`config.mk`:
```
export PLATFORM = sky130hd
export DESIGN_NAME = instr_fetch_queue
export DESIGN_NICKNAME = d
export VERILOG_FILES = /design/src/rtl/rv_pipe_pkg.sv /design/src/rtl/ifq_storage.sv /design/src/rtl/instr_fetch_queue.sv
export SDC_FILE = /design/constraint.sdc
export NUM_CORES = 1
export LEC_CHECK = 0
export CORE_MARGIN = 3
export CORE_UTILIZATION = 35
export CTS_BUF_LIST = sky130_fd_sc_hd__clkbuf_8
export DETAILED_ROUTE_END_ITERATION = 8
export HOLD_SLACK_MARGIN = 0.15
export PLACE_DENSITY = 0.61
export SYNTH_ARGS = -nofsm -noshare
export SYNTH_HDL_FRONTEND = slang
export SYNTH_SLANG_ARGS = --single-unit
```
`constraint.sdc`:
```
create_clock -name clk -period 2.61 [get_ports clk]
set_input_delay 0.6525 -clock clk [delete_from_list [all_inputs] [get_ports clk]]
set_output_delay 0.6525 -clock clk [all_outputs]
set_load 0.1 [all_outputs]
```
`src/rtl/rv_pipe_pkg.sv`:
```
// Shared fetch/decode pipeline types and constants.
package rv_pipe_pkg;

    localparam logic [31:0] NOP_INSTR = 32'h0000_0013;

    typedef struct packed {
        logic [31:0] pc;
        logic [31:0] instr;
    } fetch_entry_t;

endpackage

```
`src/rtl/ifq_storage.sv`:
```
// Instruction queue entry array: one write port, one asynchronous read port.
module ifq_storage
    import rv_pipe_pkg::*;
#(
    parameter int DEPTH = 4,
    parameter int AW    = $clog2(DEPTH)
) (
    input  logic         clk,
    input  logic         we,
    input  logic [AW-1:0] waddr,
    input  fetch_entry_t wdata,
    input  logic [AW-1:0] raddr,
    output fetch_entry_t rdata
);

    fetch_entry_t mem [DEPTH];

    always_ff @(posedge clk) begin
        if (we) begin
            mem[waddr] <= wdata;
        end
    end

    assign rdata = mem[raddr];

endmodule

```
`src/rtl/instr_fetch_queue.sv`:
```
// Fetch-to-decode instruction queue with flush; IFQ_BYPASS_EN enables
// a zero-latency path from in_* to out_* while the queue is empty.
module instr_fetch_queue
    import rv_pipe_pkg::*;
#(
    parameter int          DEPTH     = 4,
    parameter logic [31:0] NOP_INSTR = rv_pipe_pkg::NOP_INSTR,
    parameter int          PW        = $clog2(DEPTH),
    parameter int          CW        = $clog2(DEPTH + 1)
) (
    input  logic          clk,
    input  logic          reset_n,
    input  logic          flush,
    input  logic          in_valid,
    input  logic [31:0]   in_pc,
    input  logic [31:0]   in_instr,
    output logic          in_ready,
    output logic          out_valid,
    output logic [31:0]   out_pc,
    output logic [31:0]   out_instr,
    input  logic          out_ready,
    output logic [CW-1:0] count
);

    logic [PW-1:0] wr_ptr;
    logic [PW-1:0] rd_ptr;
    logic [CW-1:0] cnt;
    logic          empty;
    logic          bypass;
    logic          push;
    logic          pop;
    fetch_entry_t  wr_entry;
    fetch_entry_t  rd_entry;
    fetch_entry_t  head;

    assign empty    = (cnt == '0);
    assign in_ready = (cnt != CW'(DEPTH));
    assign count    = cnt;

`ifdef IFQ_BYPASS_EN
    assign bypass = empty & in_valid & ~flush;
`else
    assign bypass = 1'b0;
`endif

    assign out_valid = (~empty | bypass) & ~flush;
    assign wr_entry  = '{pc: in_pc, instr: in_instr};
    assign head      = bypass ? wr_entry : rd_entry;
    assign out_pc    = out_valid ? head.pc : 32'h0;
    assign out_instr = out_valid ? head.instr : NOP_INSTR;

    // A bypassed beat consumed by decode never touches storage.
    assign push = in_valid & in_ready & ~flush & ~(bypass & out_ready);
    assign pop  = out_valid & out_ready & ~bypass;

    always_ff @(posedge clk or negedge reset_n) begin
        if (!reset_n) begin
            wr_ptr <= '0;
            rd_ptr <= '0;
            cnt    <= '0;
        end else if (flush) begin
            wr_ptr <= '0;
            rd_ptr <= '0;
            cnt    <= '0;
        end else begin
            if (push) begin
                wr_ptr <= wr_ptr + PW'(1);
            end
            if (pop) begin
                rd_ptr <= rd_ptr + PW'(1);
            end
            cnt <= cnt + CW'(push) - CW'(pop);
        end
    end

    ifq_storage #(
        .DEPTH (DEPTH),
        .AW    (PW)
    ) u_storage (
        .clk   (clk),
        .we    (push),
        .waddr (wr_ptr),
        .wdata (wr_entry),
        .raddr (rd_ptr),
        .rdata (rd_entry)
    );

endmodule

```
---- After elaboration in Yosys (flattened, before gate mapping) ----
Memories as Yosys holds them, arrays and structs flattened.
Cells that the tools add are included.
cells by class
  bitwise gates (word level) .............. 6
  shifts and indexed selects .............. 0
  eq/ne operators ......................... 1
  multiplexer cells ....................... 9
  reductions and logical operators ........ 3
  magnitude comparators ................... 0
  add/sub/neg operators ................... 4
  div/mod/pow operators ................... 0
  multiply operators ...................... 0
operators with widths
  cell                                          count
  two-way mux 32 bit                            2
  two-way mux 2 bit                             4
  adder 2 x 1 -> 2 bit, second input constant   2
  AND 1 bit                                     4
  nonzero test 2 bit                            2
  adder 3 x 1 -> 3 bit                          1
  logical NOT 3 bit                             1
  two-way mux 3 bit                             1
  inequality test 3 bit, second input constant  1
  subtractor 3 x 1 -> 3 bit                     1
  two-way mux 1 bit                             2
  inverter 1 bit                                2
word-level totals
  logic and storage cells ................. 27
  bits in registers ....................... 7
  memory bits (writable) .................. 256
  bits in latches ......................... 0
  output and inout port bits .............. 69
  ROM bits ................................ 0
  memories kept ........................... 1
  input port bits ......................... 69
memory list
  memory         depth  bits a word  rd ports  clocked after memory_dff  write ports  line               source
  u_storage.mem  4      64           1         0                         1            ifq_storage.sv:16  fetch_entry_t mem [DEPTH];

---- Logic depth before layout (Yosys ltp) ----
  depth after elaboration ................. 6
  mapped depth ............................ 11

---- Cells and area by module ----
Synthesis repeated with hierarchy kept, for this count alone.
second synthesis, totals
  cell total of the unflattened synthesis .. 446
  area total of the unflattened synthesis .. 10191.0 um^2
modules (own cells, without submodules)
  module             instances  area each (um^2)  cells an instance  sequential area each (um^2)
  ifq_storage        1          9341.5            338                7687.4
  instr_fetch_queue  1          849.6             108                175.2

---- Worst setup path before layout ----
OpenSTA, ideal clock, no wires.
  path type ............................... flip-flop to output port
  from .................................... register cnt[1], in the netlist count[1]
  to ...................................... output port out_instr[22]
  setup slack ............................. -1404 ps
  arrival time ............................ 3362 ps
  required time ........................... 1957 ps
  path buffers ............................ 1
  cell stages (with the launch flop) ...... 5
  cell sequence ........................... dfrtp_1 > nor3_2 > nor2_1 > clkbuf_1 > and2_1
between the ends
  word-level cells in the longest chain between the ends .. 4
RTL lines
  what                      line                     source
  start: declaration        instr_fetch_queue.sv:27  logic [CW-1:0] cnt;
  start signal: assignment  instr_fetch_queue.sv:72  cnt <= cnt + CW'(push) - CW'(pop);
  logical NOT 3 bit         instr_fetch_queue.sv:36  assign empty = (cnt == '0);
  inverter 1 bit            instr_fetch_queue.sv:46  assign out_valid = (~empty | bypass) & ~flush;
  AND 1 bit                 instr_fetch_queue.sv:46
  via out_valid             instr_fetch_queue.sv:18  output logic out_valid,
  two-way mux 32 bit        instr_fetch_queue.sv:50  assign out_instr = out_valid ? head.instr : NOP_INSTR;
  end: declaration          instr_fetch_queue.sv:20  output logic [31:0] out_instr,
The timed path passes the listed nets, and every way through them passes these cells.

---- Worst setup path in the final report ----
  from .................................... register rd_ptr[0]
  to ...................................... output port out_instr[0]
between the ends
  word-level cells in the longest chain between the ends .. 2
RTL lines
  what                      line                     source
  start: declaration        instr_fetch_queue.sv:26  logic [PW-1:0] rd_ptr;
  start signal: assignment  instr_fetch_queue.sv:70  rd_ptr <= rd_ptr + PW'(1);
  memory read (4 x 64 bit)  --
  two-way mux 32 bit        instr_fetch_queue.sv:50
Every way passes these cells.

==> results.cfg <==
[status]
status = finished with violations
violations = negative setup slack

[logic_synthesis]
seq_area_frac_synth_pct = 77.7
synth_cell_types = 23
syn-num-nets = 531
synth_edf_count = 256
synth_warnings = 0
synthArstFlopShare_pct = 2.66
netlist_area_um2 = 10100
syn_area_per_cell_um2 = 22.3
ys_ff_latch = 263
yosys_most_used_dff = edfxtp_1
syn_inst = 455

[power]
p_int_mw = 9.55
p_sw_mw = 5.26
p_leak_nw = 4.79
pwr-share-comb_pct = 42.4
powerDensity_nw_per_um2 = 1040
clkPwrFrac_pct = 23.7
netSwitchingFraction_pct = 35.5
irDropWorstVdd_uv = 666
seqPwrFrac_pct = 33.9

[setup_path]
path_class = register to output pin
startpoint_type = register
cpMostUsedCell = buf_12
crit_required_ps = 1960
reg2reg_to = count[2]
regToRegSetupSlack_ps = 150
path_delay_family = multiplexers
critPathArrivalTime_ps = 2210
path_buf_inv = 2
r2r_start = count[2]
worstSetupEndpointType = output pin
crit_chain = buf_12 > mux4_2 > or3_4 > buf_12
max_stage_delay_ps = 520
rr_worst_depth = 11
crit_fanout = 6
slowest_stage = mux4_2

[final_layout]
design_area_um2 = 14200
final_cell_mix = edfxtp_1, buf_12, clkdlybuf4s50_1
final_common_cell = edfxtp_1
drive_gt1_share_pct = 44.2
utilization_pct = 50.5
n_antenna_cell = 0
nNetsFinal = 735
syn2layout_area_growth_pct = 40.5

[timing]
worst_slack_ps = -250
maxSlewViolCount = 0
setup_violations = 64
post-route-period-util_pct = 110
slew_headroom_pct = 74.0
fin_crit_ps = 2860
max_freq_mhz = 350
worst_pin_slew_ps = 389
hold_viol_final = 0
rsz0062_at_grt = yes
fin_skew_ps = 27.0

[clock_network]
cts_tree = built
clock_path_buffers = 3
cts_hold_buf = 0
numCtsBuffers = 45
cts_num_sinks = 263
clock_latency_ps = 540
cts_root_buf = clkbuf_8
path_clk_slew_ps = 70
htree_levels = 2

[detailed_routing]
drtAntennaViolNets = 0
routedWlPerCell_um = 20.6
drt-pass1-iter-count = 5
initialDrtViolationCount = 333
avgViaCountPerCell = 4.76
drc = 0
dr_total_vias = 5082
drt-total-wl_um = 22000

[job]
cap_violations = 0

[placement]
dp_hpwl_um = 13300
port-buffer-count = 137
dpl_cell_area_um2 = 13000
routabilityCongestion = 0.714

[floorplanning]
start_util_pct = 36.0
rows = 61
ioPinCount = 138
core_area_um2 = 28200
dieHeight_um = 176
die_area_um2 = 31000
fp.dieW_um = 176

[global_routing]
busiest_layer = met2
use_met1_pct = 18.1
grt_pass1_vias = 5700
grt_overflow = 0
gr-usage-met2_pct = 24.1
grt_max_degree = 40
grt_pass1_wl_um = 33700
use_met3_pct = 3.72
grt_usage_pct = 14.2
antenna_found_initial = 1

[hold_path]
hold_path.class = primary input to asynchronous set/reset pin
layout make-up:
class	instances	area, um^2
fillers	2257	13900
flip-flops and latches	263	7880
repair buffers	178	2700
multi-input cells	164	2300
clock buffers	47	647
well taps	378	473
clock inverters	31	203
inverters	7	26.3
Yosys cell counts, drive strengths merged, types with 2 or more instances:
cell type,count,area [um^2]
a21oi,2,10.0
and2,67,419
buf,12,91.3
clkbuf,9,33.8
dfrtp,7,175
edfxtp,256,7690
ha,6,75.1
inv,7,26.3
mux4,64,1440
nand2b,2,12.5
nor2,5,18.8
nor3,3,20.0
o21ai,2,10.0
or3,5,31.3
xor2,2,17.5
per-layer routing:
layer  share of wire (%)  vias up
li1                    -     2261
met1                  41     2626
met2                  51      151
met3                 5.8       42
met4                 1.9        2
met5               0.068        -
worst max path at each step:
stage / slack, ps / to / start / cells past startpoint
global route: -320 / out_instr[0] / rd_ptr[0] / 4
global placement: -350 / count[2] / in_valid / 12
detailed placement: -440 / count[2] / in_valid / 12
CTS: -300 / out_instr[0] / rd_ptr[0] / 4
floorplan: 20 / count[2] / count[2] / 11
finish: -250 / out_instr[0] / rd_ptr[0] / 4
metrics by stage:
stage,std cells,power (mW),setup slack (ps),hold WS (ps),TNS (ps)
6_report,1068,14.8,-250,398,-12560
5_1_grt,1068,15.4,-320,389,-17660
4_1_cts,1066,14.9,-300,371,-15900
3_5_place_dp,978,10.9,-437,623,-4360
3_3_place_gp,978,10.8,-348,569,-3780
2_1_floorplan,455,8.81,24.3,357,0
registers in the layout (all words and copies together) (netlist names):
| name | count |
|---|---|
| u_storage.mem | 256 |
| count | 3 |
| rd_ptr | 2 |
| wr_ptr | 2 |
timing repair:
item,4_1_cts,5_1_grt
gates cloned,3,2
pin swaps,1,1
resized for setup,56,3
buffers inserted,7,0
endpoints found under the setup margin,64,66
cells by family after synthesis:
group	after synthesis	share of synthesized area, %
DFF	263	77.7
and+or+nand+nor	85	5.13
muxes	65	14.3
buffers and inverters	28	1.50
adders and majority gates	7	0.939
AOI/OAI and AO/OA	5	0.272
xor gates and xnor gates	2	0.173
power groups by stage:
stage | Clock, mW | Sequential, mW | Combinational [mW]
floorplan | 0 | 5.17 | 3.64
global placement | 0 | 5.12 | 5.71
detailed placement | 0 | 5.14 | 5.74
CTS | 3.63 | 5.02 | 6.28
global route | 3.84 | 5.03 | 6.54
finish | 3.51 | 5.02 | 6.28
Power figures use the tool's default switching activity.
